File: config.mk
export PLATFORM = sky130hd
export DESIGN_NAME = keypad_scanner
export DESIGN_NICKNAME = d
export VERILOG_FILES = /design/src/rtl/keypad_pkg.sv /design/src/rtl/keypad_sync.sv /design/src/rtl/keypad_scanner.sv
export SDC_FILE = /design/constraint.sdc
export NUM_CORES = 1
export LEC_CHECK = 0
export BUFFER_PORTS_ARGS = -buffer_cell sky130_fd_sc_hd__buf_2
export CORE_UTILIZATION = 58
export DETAILED_ROUTE_END_ITERATION = 8
export PLACE_DENSITY = 0.79
export SYNTH_ARGS = -nofsm -noshare
export SYNTH_HDL_FRONTEND = slang
export SYNTH_SLANG_ARGS = --single-unit
File: constraint.sdc
create_clock -name clk -period 3.01 [get_ports clk]
set_input_delay 0.602 -clock clk [delete_from_list [all_inputs] [get_ports clk]]
set_output_delay 0.602 -clock clk [all_outputs]
set_load 0.1 [all_outputs]
File: src/rtl/keypad_pkg.sv
// Shared types and constants for the 4x4 keypad scanner: FSM encoding,
// idle/initial nibble patterns and small nibble helpers.
package keypad_pkg;

    typedef enum logic [1:0] {
        ST_SCAN     = 2'd0,
        ST_DEBOUNCE = 2'd1,
        ST_HELD     = 2'd2,
        ST_RELEASE  = 2'd3
    } kp_state_t;

    localparam logic [3:0] COL_INIT = 4'b1110;
    localparam logic [3:0] ROW_IDLE = 4'b1111;

    // True when exactly one bit of an active-low nibble is 0.
    function automatic logic is_single_low(input logic [3:0] v);
        return (v == 4'b1110) || (v == 4'b1101) ||
               (v == 4'b1011) || (v == 4'b0111);
    endfunction

    function automatic logic [1:0] low_idx(input logic [3:0] v);
        logic [1:0] idx;
        case (v)
            4'b1101: idx = 2'd1;
            4'b1011: idx = 2'd2;
            4'b0111: idx = 2'd3;
            default: idx = 2'd0;
        endcase
        return idx;
    endfunction

endpackage

File: src/rtl/keypad_sync.sv
// Two-flop synchronizer for the asynchronous 4-bit row bus; resets to the
// idle (all released) pattern so no phantom press follows reset.
module keypad_sync
    import keypad_pkg::*;
(
    input  logic       clk,
    input  logic       rst_n,
    input  logic [3:0] i_d,
    output logic [3:0] o_q
);

    logic [3:0] r_meta;
    logic [3:0] r_sync;

    // NOTE: non-blocking assignments make both flops sample the old values on
    // the same edge; blocking here would collapse the chain into one stage.
    always_ff @(posedge clk or negedge rst_n) begin
        if (!rst_n) begin
            r_meta <= ROW_IDLE;
            r_sync <= ROW_IDLE;
        end else begin
            r_meta <= i_d;
            r_sync <= r_meta;
        end
    end

    assign o_q = r_sync;

endmodule

File: src/rtl/keypad_scanner.sv
// 4x4 matrix keypad scanner: walks an active-low column, samples the
// synchronized rows once per slot, and debounces both press and release.
module keypad_scanner
    import keypad_pkg::*;
#(
    parameter int SCAN_DIV     = 50000,
    parameter int DEBOUNCE_CNT = 4
) (
    input  logic       clk,
    input  logic       rst_n,
    input  logic [3:0] row,
    output logic [3:0] col,
    output logic [7:0] key_code,
    output logic [3:0] key_index,
    output logic       key_valid,
    output logic       key_held
);

    localparam int SW = $clog2(SCAN_DIV);
    localparam int CW = $clog2(DEBOUNCE_CNT + 1);
    localparam logic [SW-1:0] SLOT_LAST = SW'(SCAN_DIV - 1);
    localparam logic [CW-1:0] MATCH_LAST = CW'(DEBOUNCE_CNT - 1);

    logic [3:0]    w_row_sync;
    logic          w_sample;
    logic          w_single;
    logic          w_idle;

    kp_state_t     r_state;
    kp_state_t     w_state_nxt;
    logic [CW-1:0] w_match_nxt;
    logic          w_capture;
    logic          w_advance;
    logic          w_accept;
    logic          w_release;

    logic [SW-1:0] r_slot_cnt;
    logic [CW-1:0] r_match_cnt;
    logic [3:0]    r_row_pat;
    logic [3:0]    r_col;
    logic [7:0]    r_key_code;
    logic [3:0]    r_key_index;
    logic          r_key_valid;
    logic          r_key_held;

    keypad_sync u_row_sync (
        .clk   (clk),
        .rst_n (rst_n),
        .i_d   (row),
        .o_q   (w_row_sync)
    );

    // Rows are sampled at the end of the slot so the column has settled.
    assign w_sample = (r_slot_cnt == SLOT_LAST);
    assign w_single = is_single_low(w_row_sync);
    assign w_idle   = (w_row_sync == ROW_IDLE);

    always_ff @(posedge clk or negedge rst_n) begin
        if (!rst_n) r_state <= ST_SCAN;
        else        r_state <= w_state_nxt;
    end

    // NOTE: every output of this block gets a default first, so no path
    // through the case statement can leave a value unassigned and infer a latch.
    always_comb begin
        w_state_nxt = r_state;
        w_match_nxt = r_match_cnt;
        w_capture   = 1'b0;
        w_advance   = 1'b0;
        w_accept    = 1'b0;
        w_release   = 1'b0;
        if (w_sample) begin
            case (r_state)
                ST_SCAN: begin
                    if (w_single) begin
                        w_capture   = 1'b1;
                        w_match_nxt = CW'(1);
                        w_state_nxt = ST_DEBOUNCE;
                    end else begin
                        w_advance   = 1'b1;
                    end
                end
                ST_DEBOUNCE: begin
                    if (w_row_sync != r_row_pat) begin
                        w_match_nxt = '0;
                        w_advance   = 1'b1;
                        w_state_nxt = ST_SCAN;
                    end else if (r_match_cnt == MATCH_LAST) begin
                        w_match_nxt = '0;
                        w_accept    = 1'b1;
                        w_state_nxt = ST_HELD;
                    end else begin
                        w_match_nxt = r_match_cnt + CW'(1);
                    end
                end
                ST_HELD: begin
                    if (w_idle) begin
                        w_match_nxt = CW'(1);
                        w_state_nxt = ST_RELEASE;
                    end
                end
                ST_RELEASE: begin
                    if (!w_idle) begin
                        w_match_nxt = '0;
                        w_state_nxt = ST_HELD;
                    end else if (r_match_cnt == MATCH_LAST) begin
                        w_match_nxt = '0;
                        w_release   = 1'b1;
                        w_advance   = 1'b1;
                        w_state_nxt = ST_SCAN;
                    end else begin
                        w_match_nxt = r_match_cnt + CW'(1);
                    end
                end
                default: begin
                    w_match_nxt = '0;
                    w_state_nxt = ST_SCAN;
                end
            endcase
        end
    end

    always_ff @(posedge clk or negedge rst_n) begin
        if (!rst_n) begin
            r_slot_cnt  <= '0;
            r_match_cnt <= '0;
            r_row_pat   <= ROW_IDLE;
            r_col       <= COL_INIT;
            r_key_code  <= 8'h00;
            r_key_index <= 4'h0;
            r_key_valid <= 1'b0;
            r_key_held  <= 1'b0;
        end else begin
            r_slot_cnt  <= w_sample ? '0 : r_slot_cnt + SW'(1);
            r_match_cnt <= w_match_nxt;
            r_key_valid <= w_accept;
            if (w_capture) r_row_pat <= w_row_sync;
            if (w_advance) r_col <= {r_col[2:0], r_col[3]};
            if (w_accept) begin
                r_key_code  <= {r_col, r_row_pat};
                r_key_index <= {low_idx(r_row_pat), low_idx(r_col)};
            end
            if (w_accept)       r_key_held <= 1'b1;
            else if (w_release) r_key_held <= 1'b0;
        end
    end

    assign col       = r_col;
    assign key_code  = r_key_code;
    assign key_index = r_key_index;
    assign key_valid = r_key_valid;
    assign key_held  = r_key_held;

endmodule

* After elaboration in Yosys (flattened, before gate mapping) *
Index checks and enable logic that the tools add are counted.

word-level totals
  register bits = 51
  bits in latches = 0
  memory bits (writable) = 0
  ROM bits = 0
  input port bits = 6
  output and inout port bits = 18
  logic and storage cells = 73
  memories kept = 0

cells by class
  $add $sub $neg = 2
  multiply operators = 0
  div/mod/pow operators = 0
  $lt $le $gt $ge = 0
  equality and inequality tests = 21
  shift-type cells = 0
  muxes and demuxes = 32
  bitwise gates (word level) = 0
  reduce and logical (&&, ||, !) cells = 7

operators by type and width
  cell                                                              count
  4-bit == test (second input constant)                             8
  16-bit by 1-bit adder with 16-bit output (second input constant)  1
  16-bit == test (second input constant)                            1
  16-bit 2-to-1 mux                                                 1
  1-bit 2-to-1 mux                                                  15
  3-bit 2-to-1 mux                                                  5
  4-bit by 3-bit == test with 1-bit output (second input constant)  3
  2-bit 2-to-1 mux                                                  6
  2-bit one-hot mux with 3 select lines                             2
  3-bit one-hot mux with 4 select lines                             1
  2-bit one-hot mux with 4 select lines                             1
  3-bit != test (second input constant)                             2
  5-bit AND reduction                                               1
  2-bit == test (second input constant)                             2
  2-bit != test (second input constant)                             2
  4-bit != test                                                     1
  3-bit by 1-bit adder with 3-bit output (second input constant)    1
  3-bit by 2-bit == test with 1-bit output (second input constant)  1
  1-bit logical OR                                                  3
  1-bit one-hot mux with 3 select lines                             1
  3-bit AND reduction                                               1
  2-bit by 1-bit == test with 1-bit output (second input constant)  1
  2-bit logical NOT                                                 1
  2-bit nonzero test                                                1

* Logic depth before layout (Yosys ltp) *
Gate-level depths: netlist of the first run.

  word-level depth = 7
  depth in mapped cells = 8
  mapped depth without buffers = 6

* Cells and area by module *
Synthesis of the first run repeated with hierarchy kept, for this count alone.

unflattened totals
  cell total of the unflattened synthesis = 193
  area total of the unflattened synthesis = 2393.5 µm²

modules (own cells, without submodules)
  module          instances  cells an instance  area an instance (µm²)  sequential area each (µm²)
  keypad_scanner  1          185                2183.3                  1084.8
  keypad_sync     1          8                  210.2                   210.2

* Worst setup path after synthesis of the first run *
Ideal clock, no wire load.

  path type = flip-flop to flip-flop
  start point = register u_row_sync.r_sync[2] (netlist: u_row_sync.o_q[2])
  end point = register r_key_code[6] (netlist: key_code[6])
  library setup time = 0.125 ns
  data arrival time = 2.095 ns
  data required time = 2.885 ns
  path slack = 0.789 ns
  stages on the path, launching flop included = 8
  buffers on the path = 3
  period minus slack after synthesis = 2.221 ns
  cell sequence = dfstp_2 clkbuf_1 xnor2_1 nand4_1 or4_1 buf_6 buf_8 mux2_4

between the ends
  word-level cells in the longest chain between the ends = 4

RTL lines
  what                      line                   RTL
  start: declaration        keypad_sync.sv:13      logic [3:0] r_sync;
  start signal: assignment  keypad_sync.sv:23      r_sync <= r_meta;
  4-bit != test             keypad_scanner.sv:84   if (w_row_sync != r_row_pat) begin
  1-bit 2-to-1 mux          keypad_scanner.sv:84
  1-bit 2-to-1 mux          keypad_scanner.sv:73   case (r_state)
  1-bit 2-to-1 mux          keypad_scanner.sv:72   if (w_sample) begin
  end signal: assignment    keypad_scanner.sv:140  r_key_code <= {r_col, r_row_pat};
  end: declaration          keypad_scanner.sv:41   logic [7:0] r_key_code;

Every way passes these cells.
A chain may end at the register's enable or synchronous reset.

* Worst setup path in the final report of the first run *
  start point = register r_slot_cnt[0]
  end point = register r_key_code[4] (netlist: key_code[4])

between the ends
  word-level cells in the longest chain between the ends = 2

RTL lines
  what                      line                   RTL
  start: declaration        keypad_scanner.sv:37   logic [SW-1:0] r_slot_cnt;
  start signal: assignment  keypad_scanner.sv:134  r_slot_cnt <= w_sample ? '0 : r_slot_cnt + SW'(1);
  16-bit == test            keypad_scanner.sv:54   assign w_sample = (r_slot_cnt == SLOT_LAST);
  1-bit 2-to-1 mux          keypad_scanner.sv:72

Every way passes these cells.

==> results of run 1 <==
registers in the layout, indices dropped and copies added (netlist names), 2 cells and up:
register           cells
col                    4
key_code               8
key_index              4
r_match_cnt            3
r_row_pat              4
r_slot_cnt            16
r_state                2
u_row_sync.o_q         4
u_row_sync.r_meta      4
worst max-delay path, stage by stage (launching register included):
cell     delay [ns]
dfrtp_1        0.40
ha_1           0.24
and3_1         0.26
nand4_1        0.13
or4_1          0.85
mux2_2         0.40
per-stage QoR:
step           hold WS [ns]  worst slack [ns]  std cells
4_1_cts               0.360             0.624        275
5_1_grt               0.367             0.482        275
2_1_floorplan         0.306             0.789        204
6_report              0.358             0.623        275
3_3_place_gp          0.346             0.706        267
3_5_place_dp          0.347             0.645        267
cell usage in the layout, fill, tap and decap left out, types with 5 or more instances in the layout:
cell,Yosys,final
mux2_2,15,15
nand2_1,18,18
nor2_1,11,11
dfstp_2,15,15
a21oi_1,7,7
buf_2,0,23
o21ai_0,9,9
clkbuf_8,0,5
dfrtp_1,36,36
and3_1,5,5
nand3_1,16,16
xor2_1,12,12
xnor2_1,11,11
cell families (layout without fill, tap and decap cells):
| family | Yosys count | after routing | synth area share (%) |
|---|---|---|---|
| multiplexers | 17 | 17 | 8.27 |
| AO/OA/AOI/OAI | 25 | 25 | 6.46 |
| adder cells (fa/ha/maj) | 2 | 2 | 1.07 |
| flip-flops | 51 | 51 | 55.2 |
| buffers and inverters | 12 | 35 | 3.04 |
| AND/OR/NAND/NOR | 74 | 74 | 17.3 |
| XOR/XNOR | 23 | 23 | 8.59 |
path summary, 6_finish.rpt:
kind / from / to / slack [ns] / cells after the start
max reg2reg: r_slot_cnt[0]$_DFF_PN0_ / key_code[4]$_DFFE_PN0P_ / 0.62 / 5
min in group asynchronous: rst_n / r_slot_cnt[6]$_DFF_PN0_ / 0.43 / 1
max in group asynchronous: rst_n / u_row_sync.o_q[2]$_DFF_PN1_ / 1.83 / 2
min reg2reg: u_row_sync.r_meta[0]$_DFF_PN1_ / u_row_sync.o_q[0]$_DFF_PN1_ / 0.36 / 0
max: r_slot_cnt[0]$_DFF_PN0_ / key_code[4]$_DFFE_PN0P_ / 0.62 / 5
min: u_row_sync.r_meta[0]$_DFF_PN1_ / u_row_sync.o_q[0]$_DFF_PN1_ / 0.36 / 0
layer usage:
layer	routed length (microns)	global-route usage (%)	vias up
li1	-	-	751
met1	1930	28.7	776
met2	1870	34.5	45
met3	181	4.34	11
met4	92	12.0	0
met5	0	0	-
layout make-up:
| cell class | instances | share of cell area [%] |
|---|---|---|
| well taps | 48 | 2.31 |
| flip-flops and latches | 51 | 49.8 |
| clock buffers | 6 | 2.79 |
| inverters | 3 | 0.433 |
| repair buffers | 24 | 4.72 |
| clock inverters | 2 | 2.31 |
| multi-input cells | 141 | 37.6 |
power groups by stage:
| stage | combinational (mW) | clock (mW) | sequential, mW |
|---|---|---|---|
| 2_1_floorplan | 0.0187 | 0 | 0.709 |
| 3_3_place_gp | 0.0311 | 0 | 0.715 |
| 3_5_place_dp | 0.0318 | 0 | 0.715 |
| 4_1_cts | 0.0317 | 0.560 | 0.703 |
| 5_1_grt | 0.0355 | 0.586 | 0.704 |
| 6_report | 0.0306 | 0.554 | 0.703 |
==> out/metrics.cfg, run 1 <==
[outcome]
outcome = finished, final reports clean

[die]
die_w_microns = 65.6
rows = 22
initial_utilization_pct = 62.2
dieArea_sq_um = 4300
core-area_sq_um = 3770
dieHeight_microns = 65.6
ios = 24

[worst_setup_path]
path_max_fanout = 17
cp-start-kind = register
end_kind = register
crit_type = reg -> reg
crit_required_ns = 3.21
cp.arrival_ns = 2.59

[power_and_ir_drop]
p_int_mw = 1.04
p_total_mw = 1.29
leakagePower_nw = 1.23
clkPwrFrac_pct = 43.0
p_comb_share_pct = 2.4
sw_frac_of_total_pct = 19.3
seq_power_share_pct = 54.6
switchingPower_mw = 0.248
peakVddDrop_mv = 0.303
p_per_area_nw_per_um2 = 495

[layout]
stdcell_area_sq_um = 2600
seq_area_sq_um = 1290
nets = 234
diodes = 0
drive_gt1_share_pct = 29.5
multi_input_area_sq_um = 978
fillerInstances = 297
post-route-util_pct = 68.9
synthToLayoutAreaGrowth_pct = 10.9

[sta]
maxSlewViolCount = 0
tns_ns = 0
finClkSkew_ns = 0.00815
hold_viol_final = 0
min_period_ns = 2.39
max_freq_mhz = 419
rsz0062_at_grt = false
tightest_slew_ns = 0.941
setup_violations = 0
period_share_pct = 79.3
slew_headroom_pct = 37.3

[routing]
drt_wl_total_microns = 4070
drt-pass1-iter-count = 4
via_per_inst = 5.76
ant_nets = 0
remaining_drc_errors = 0
routedWlPerCell_microns = 14.8
num_vias = 1583
drt_iter0_drc = 97

[place]
hpwl_microns = 2810
gp_congestion = 0.825
postPlaceCellArea_sq_um = 2470
port_buffers = 23

[yosys]
syn_area_sq_um = 2340
synth_edf_count = 0
netlist_instances = 204
synthArstFlopShare_pct = 100
ys_ff_latch = 51
yosys-top-cells-area = dfrtp_1 38%, dfstp_2 17%, mux2_2 7.2%
yosysUniqueCellTypes = 36
avgSynthCellArea_sq_um = 11.5
synthFlopType = dfrtp_1
synth_top_cell_area_share_pct = 38.4
yosys.area.top_type = dfrtp_1
synth_common_cells = 36 x dfrtp_1, 18 x nand2_1, 16 x nand3_1
synthMostInstantiatedCell = dfrtp_1
ys_seq_area_share_pct = 55.2
yosys_warnings = 0
synthesis.nets = 212

[global_routing]
grt_remaining_overflow = 0
grt_pass1_vias = 1543
grt_pass1_wl_microns = 7020
grt_usage_pct = 22.0
grt_antenna_before_repair = 0
grt_max_degree = 45

[clock_network]
cts_resized = 0
clk_root_buffer_cell = clkbuf_8
cts_hold_buffers = 0
cts.sinks = 51
cts_tree = yes
clock_latency_ns = 0.31
clkSlewWorstSetupHoldPaths_ns = 0.09
post_cts_buffers = 0
cts_buffers = 5
cts_htree_levels = 2
clockBufferDepth = 2

[flow_run]
drv_cap = 0

[worst_hold_path]
hold_path.class = reg -> reg

Note: power is estimated with default switching activity, not from simulation.
==> run 2, diff against run 1 <==
- ABC_AREA: unset -> 1
- CORE_UTILIZATION: 58 -> 53
- PLACE_DENSITY: 0.79 -> 0.75
- clock period: 3.01 -> 2.18 ns (I/O delays scaled with it)
==> run 2 against run 1 <==
Compared with the run above: clock power is 6.3% higher; largest cell class unchanged; critical path type is now reg -> out; die area increased by 17%; critical endpoint is now col[3]; utilization decreased by 6.1 points.
==> out/metrics.cfg, run 2 <==
[routing]
via_per_inst = 5.07
num_vias = 1915
drt_wl_total_microns = 4350
routedWlPerCell_microns = 11.5
drt-pass1-iter-count = 8
remaining_drc_errors = 0
drt_iter0_drc = 114
ant_nets = 0

[die]
core-area_sq_um = 4440
initial_utilization_pct = 56.5
die_w_microns = 70.9
ios = 24
dieArea_sq_um = 5020
rows = 24
dieHeight_microns = 70.9

[worst_setup_path]
reg2reg_depth = 6
cp.arrival_ns = 1.35
crit_required_ns = 1.74
end_kind = primary output
path_max_fanout = 7
cp_top_family = flip-flops
path_cells = buf_2
crit_type = reg -> out
path_buf_inv = 1
cp_num_cells = 1
slowest_stage = dfstp_2
cpPeakStageDelay_ns = 0.60
cp-start-kind = register

[yosys]
synth_common_cells = 82 x nand2_1, 42 x inv_1, 36 x dfrtp_1
yosys.area.top_type = dfrtp_1
yosysUniqueCellTypes = 32
ys_ff_latch = 51
synth_edf_count = 0
ys_seq_area_share_pct = 51.5
syn_area_sq_um = 2510
yosys-top-cells-area = dfrtp_1 36%, dfstp_2 16%, nand2_1 12%
synth_top_cell_area_share_pct = 35.9
netlist_instances = 296
synthArstFlopShare_pct = 100
yosys_warnings = 0
avgSynthCellArea_sq_um = 8.49
synthFlopType = dfrtp_1
synthMostInstantiatedCell = nand2_1
synthesis.nets = 304

[sta]
maxSlewViolCount = 0
rsz0062_at_grt = false
tns_ns = 0
max_freq_mhz = 561
finClkSkew_ns = 0.00726
period_share_pct = 81.7
tightest_slew_ns = 0.559
slew_headroom_pct = 62.8
holdWs_ns = 0.113
setup_violations = 0
min_period_ns = 1.78
hold_viol_final = 0

[layout]
synthToLayoutAreaGrowth_pct = 11.2
final_cell_mix = 82 x nand2_1, 42 x inv_1, 36 x dfrtp_1, 28 x nor2_1, 23 x buf_2
largest_reg_flops = 16
multi_input_area_sq_um = 1030
seq_area_sq_um = 1290
fillerInstances = 368
nets = 333
stdcell_area_sq_um = 2790
post-route-util_pct = 62.9
drive_gt1_share_pct = 23.6
top_register = r_slot_cnt
layout_commonest_cell = nand2_1
diodes = 0

[global_routing]
grt_pass1_vias = 1725
grt_remaining_overflow = 0
grt_usage_pct = 19.4
grt_max_degree = 28
grt_pass1_wl_microns = 7600
grt_antenna_before_repair = 0

[place]
gp_congestion = 0.884
postPlaceCellArea_sq_um = 2690
port_buffers = 23
hpwl_microns = 3230

[flow_run]
drv_cap = 0

[worst_hold_path]
hold_path.class = in -> async

[clock_network]
clock_latency_ns = 0.30
cts_htree_levels = 2
cts_buffers = 5
cts_hold_buffers = 0
cts_resized = 0
clkSlewWorstSetupHoldPaths_ns = 0.09
post_cts_buffers = 0
cts.sinks = 51
clockBufferDepth = 2
clk_root_buffer_cell = clkbuf_8
cts_tree = yes

[outcome]
outcome = finished, final reports clean

[power_and_ir_drop]
peakVddDrop_mv = 0.308
p_per_area_nw_per_um2 = 572
leakagePower_nw = 1.42

## run 2: power breakdown
| part | leakage (nW) | internal, mW | switching, mW |
|---|---|---|---|
| clock | 0.0505 | 0.289 | 0.300 |
| combinational | 0.722 | 0.0130 | 0.0311 |
| sequential | 0.645 | 0.960 | 0.00546 |
## run 2: metrics by stage
step | cells | setup WS [ns] | power [mW]
floorplan | 296 | 0.609 | 0.998
finish | 378 | 0.398 | 1.60
CTS | 378 | 0.402 | 1.61
global route | 378 | 0.267 | 1.65
global placement | 370 | 0.494 | 1.03
detailed placement | 370 | 0.452 | 1.03
## run 2: worst paths after layout
path	startpoint	end	slack (ns)
min reg2reg	u_row_sync.r_meta[3]$_DFF_PN1_	u_row_sync.o_q[3]$_DFF_PN1_	0.36
max reg2reg	r_slot_cnt[0]$_DFF_PN0_	r_row_pat[0]$_DFFE_PN1P_	0.45
min in group clk	row[2]	u_row_sync.r_meta[2]$_DFF_PN1_	0.22
min	rst_n	key_code[2]$_DFFE_PN0P_	0.11
max in group asynchronous	rst_n	col[3]$_DFFE_PN1P_	1.46
max	col[3]$_DFFE_PN1P_	col[3]	0.40
## run 2: final cells by class
cell class,count,share of cell area (%)
sequential,51,46.4
multi-input combinational,199,36.8
inverter,44,6.00
timing repair buffer,24,4.84
clock buffer,7,3.45
tap,52,2.33
clock inverter,1,0.269
## run 2: logic make-up (layout without fill, tap and decap cells)
family | after synthesis | after routing | share of synthesized area [%]
XOR/XNOR | 4 | 4 | 1.39
AND/OR/NAND/NOR | 162 | 162 | 30.7
AO/OA/AOI/OAI | 31 | 31 | 7.82
adder cells (fa/ha/maj) | 2 | 2 | 0.996
flip-flops | 51 | 51 | 51.5
buffers and inverters | 46 | 76 | 7.57
## run 2: metal layers
layer | vias to the layer above | routed length (microns) | track usage, %
li1 | 990 | - | -
met1 | 881 | 2190 | 26.6
met2 | 37 | 1930 | 30.4
met3 | 7 | 149 | 3.42
met4 | 0 | 78 | 8.44
met5 | - | 0 | 0
==> run 3, diff against run 2 <==
- CORE_UTILIZATION: 53 -> 58
- PLACE_DENSITY: 0.75 -> 0.78
- clock period: 2.18 -> 1.83 ns (I/O delays scaled with it)
==> run 3 against run 2 <==
Compared with the run above: hold slack better by 0.032 ns; via count is 1.7% higher; flip-flop and latch count stayed put; power is 18% higher; clock power is 15% higher; non-clock buffer count is 3 higher; clock skew is 0.0022 ns lower; register-to-register slack worse by 0.32 ns; sequential power is 19% higher; critical path type unchanged; critical endpoint unchanged; largest power group unchanged; highest routed layer unchanged.
==> out/metrics.cfg, run 3 (synthesis gave the netlist of run 2 again) <==
[outcome]
outcome = finished, final reports clean

[clock_network]
clock_latency_ns = 0.31
clkSlewWorstSetupHoldPaths_ns = 0.09
cts_buffers = 5
clk_root_buffer_cell = clkbuf_8
post_cts_buffers = 0
cts_tree = yes
cts.sinks = 51
cts_htree_levels = 2
clockBufferDepth = 2

[sta]
holdWs_ns = 0.145
maxSlewViolCount = 0
slew_headroom_pct = 67.8
finClkSkew_ns = 0.00508
period_share_pct = 94.9
tns_ns = 0
min_period_ns = 1.74
hold_viol_final = 0
rsz0062_at_grt = false
tightest_slew_ns = 0.486
max_freq_mhz = 576
setup_violations = 0

[global_routing]
grt_pass1_vias = 1734
grt_antenna_before_repair = 0
grt_remaining_overflow = 0
grt_pass1_wl_microns = 7510
grt_max_degree = 35
grt_usage_pct = 22.4

[place]
gp_congestion = 0.917
port_buffers = 23
hpwl_microns = 3440

[routing]
ant_nets = 0
drt_wl_total_microns = 4560
routedWlPerCell_microns = 12.0
remaining_drc_errors = 0
num_vias = 1947
drt_iter0_drc = 103
via_per_inst = 5.14
drt-pass1-iter-count = 4

[worst_setup_path]
cp-start-kind = register
slowest_stage = dfstp_2
crit_required_ns = 1.46
path_buf_inv = 1
cp_top_family = flip-flops
r2r_slack_ns = 0.13
reg2reg_depth = 9
end_kind = primary output
crit_type = reg -> out
cp.arrival_ns = 1.37
setup.worst_path.start = col[3]$_DFFE_PN1P_
cpPeakStageDelay_ns = 0.61
path_max_fanout = 7
r2r_end = key_index[3]$_DFFE_PN0P_
endpoint = col[3]
cp_num_cells = 1
r2r_start = r_row_pat[3]$_DFFE_PN1P_
path_cells = buf_2

[worst_hold_path]
hold_path.class = in -> reg
min_from = row[1]

[die]
dieArea_sq_um = 4600
core-area_sq_um = 4090
ios = 24
rows = 23
dieHeight_microns = 67.8
initial_utilization_pct = 61.5
die_w_microns = 67.8

[power_and_ir_drop]
peakVddDrop_mv = 0.432
leakagePower_nw = 1.42
p_int_mw = 1.47
seq_power_share_pct = 61.1
switchingPower_mw = 0.414
p_per_area_nw_per_um2 = 669
clkPwrFrac_pct = 36.0
sw_frac_of_total_pct = 22.0
p_comb_share_pct = 2.9

[layout]
drive_gt1_share_pct = 24.9
largest_reg_flops = 16
final_cell_mix = 82 x nand2_1, 41 x inv_1, 36 x dfrtp_1, 27 x nor2_1, 23 x buf_2
post-route-util_pct = 68.9
fillerInstances = 347
layout_commonest_cell = nand2_1
synthToLayoutAreaGrowth_pct = 12.1
top_register = r_slot_cnt
nets = 336
diodes = 0

[flow_run]
drv_cap = 0

-- run 3: changes by cell type in the layout (fill, tap and decap cells not counted), sizes merged --
cell	previous run	this run
clkinv	0	1
buf	24	26
dlygate4sd3	0	1
clkbuf	7	6
-- run 3: how the worst min path moves through the flow --
stage               cells after the start  slack [ns]                             end
floorplan                               0        0.07              col[0]$_DFFE_PN0P_
global placement                        1        0.32         key_code[3]$_DFFE_PN0P_
detailed placement                      1        0.32         key_code[3]$_DFFE_PN0P_
CTS                                     1        0.13  u_row_sync.r_meta[0]$_DFF_PN1_
global route                            1        0.13  u_row_sync.r_meta[1]$_DFF_PN1_
finish                                  1        0.15  u_row_sync.r_meta[1]$_DFF_PN1_
-- run 3: through the flow --
step / total power [mW] / worst slack (ns) / cell area, sq um / instances
after global routing: 1.97 / 0.0114 / 2820 / 379
after CTS: 1.91 / 0.0816 / 2810 / 379
after floorplan: 1.19 / 0.259 / 2510 / 296
after global placement: 1.22 / 0.184 / 2700 / 370
final: 1.88 / 0.0937 / 2820 / 379
after detailed placement: 1.23 / 0.110 / 2700 / 370
-- run 3: metal layers --
| layer | global-route usage, % | share of wire, % | up-vias | wire (microns) |
|---|---|---|---|---|
| met3 | 6.00 | 4.0 | 5 | 183 |
| met5 | 0 | 0 | - | 0 |
| li1 | - | - | 1002 | - |
| met2 | 35.8 | 46 | 36 | 2100 |
| met4 | 9.90 | 1.7 | 0 | 78 |
| met1 | 28.4 | 48 | 904 | 2190 |
-- run 3: cell type report --
| class | instances | area [sq um] | share of cell area (%) |
|---|---|---|---|
| inverter | 44 | 168 | 5.95 |
| clock inverter | 2 | 16.3 | 0.578 |
| tap | 50 | 62.6 | 2.22 |
| sequential | 51 | 1290 | 46.0 |
| timing repair buffer | 27 | 160 | 5.69 |
| multi-input combinational | 199 | 1030 | 36.7 |
| clock buffer | 6 | 82.6 | 2.93 |
-- run 3: what timing repair did --
| action | in CTS | in global routing |
|---|---|---|
| setup endpoints to repair | 0 | 5 |
| endpoints found under the hold margin | 5 | 0 |
| gates resized for setup | 0 | 3 |
| hold buffers | 1 | 0 |
-- run 3: power groups by stage --
stage / registers (mW) / clock network [mW] / logic, mW
6_report: 1.15 / 0.678 / 0.0552
4_1_cts: 1.15 / 0.702 / 0.0567
3_5_place_dp: 1.17 / 0 / 0.0552
3_3_place_gp: 1.17 / 0 / 0.0545
5_1_grt: 1.15 / 0.748 / 0.0649
2_1_floorplan: 1.17 / 0 / 0.0189
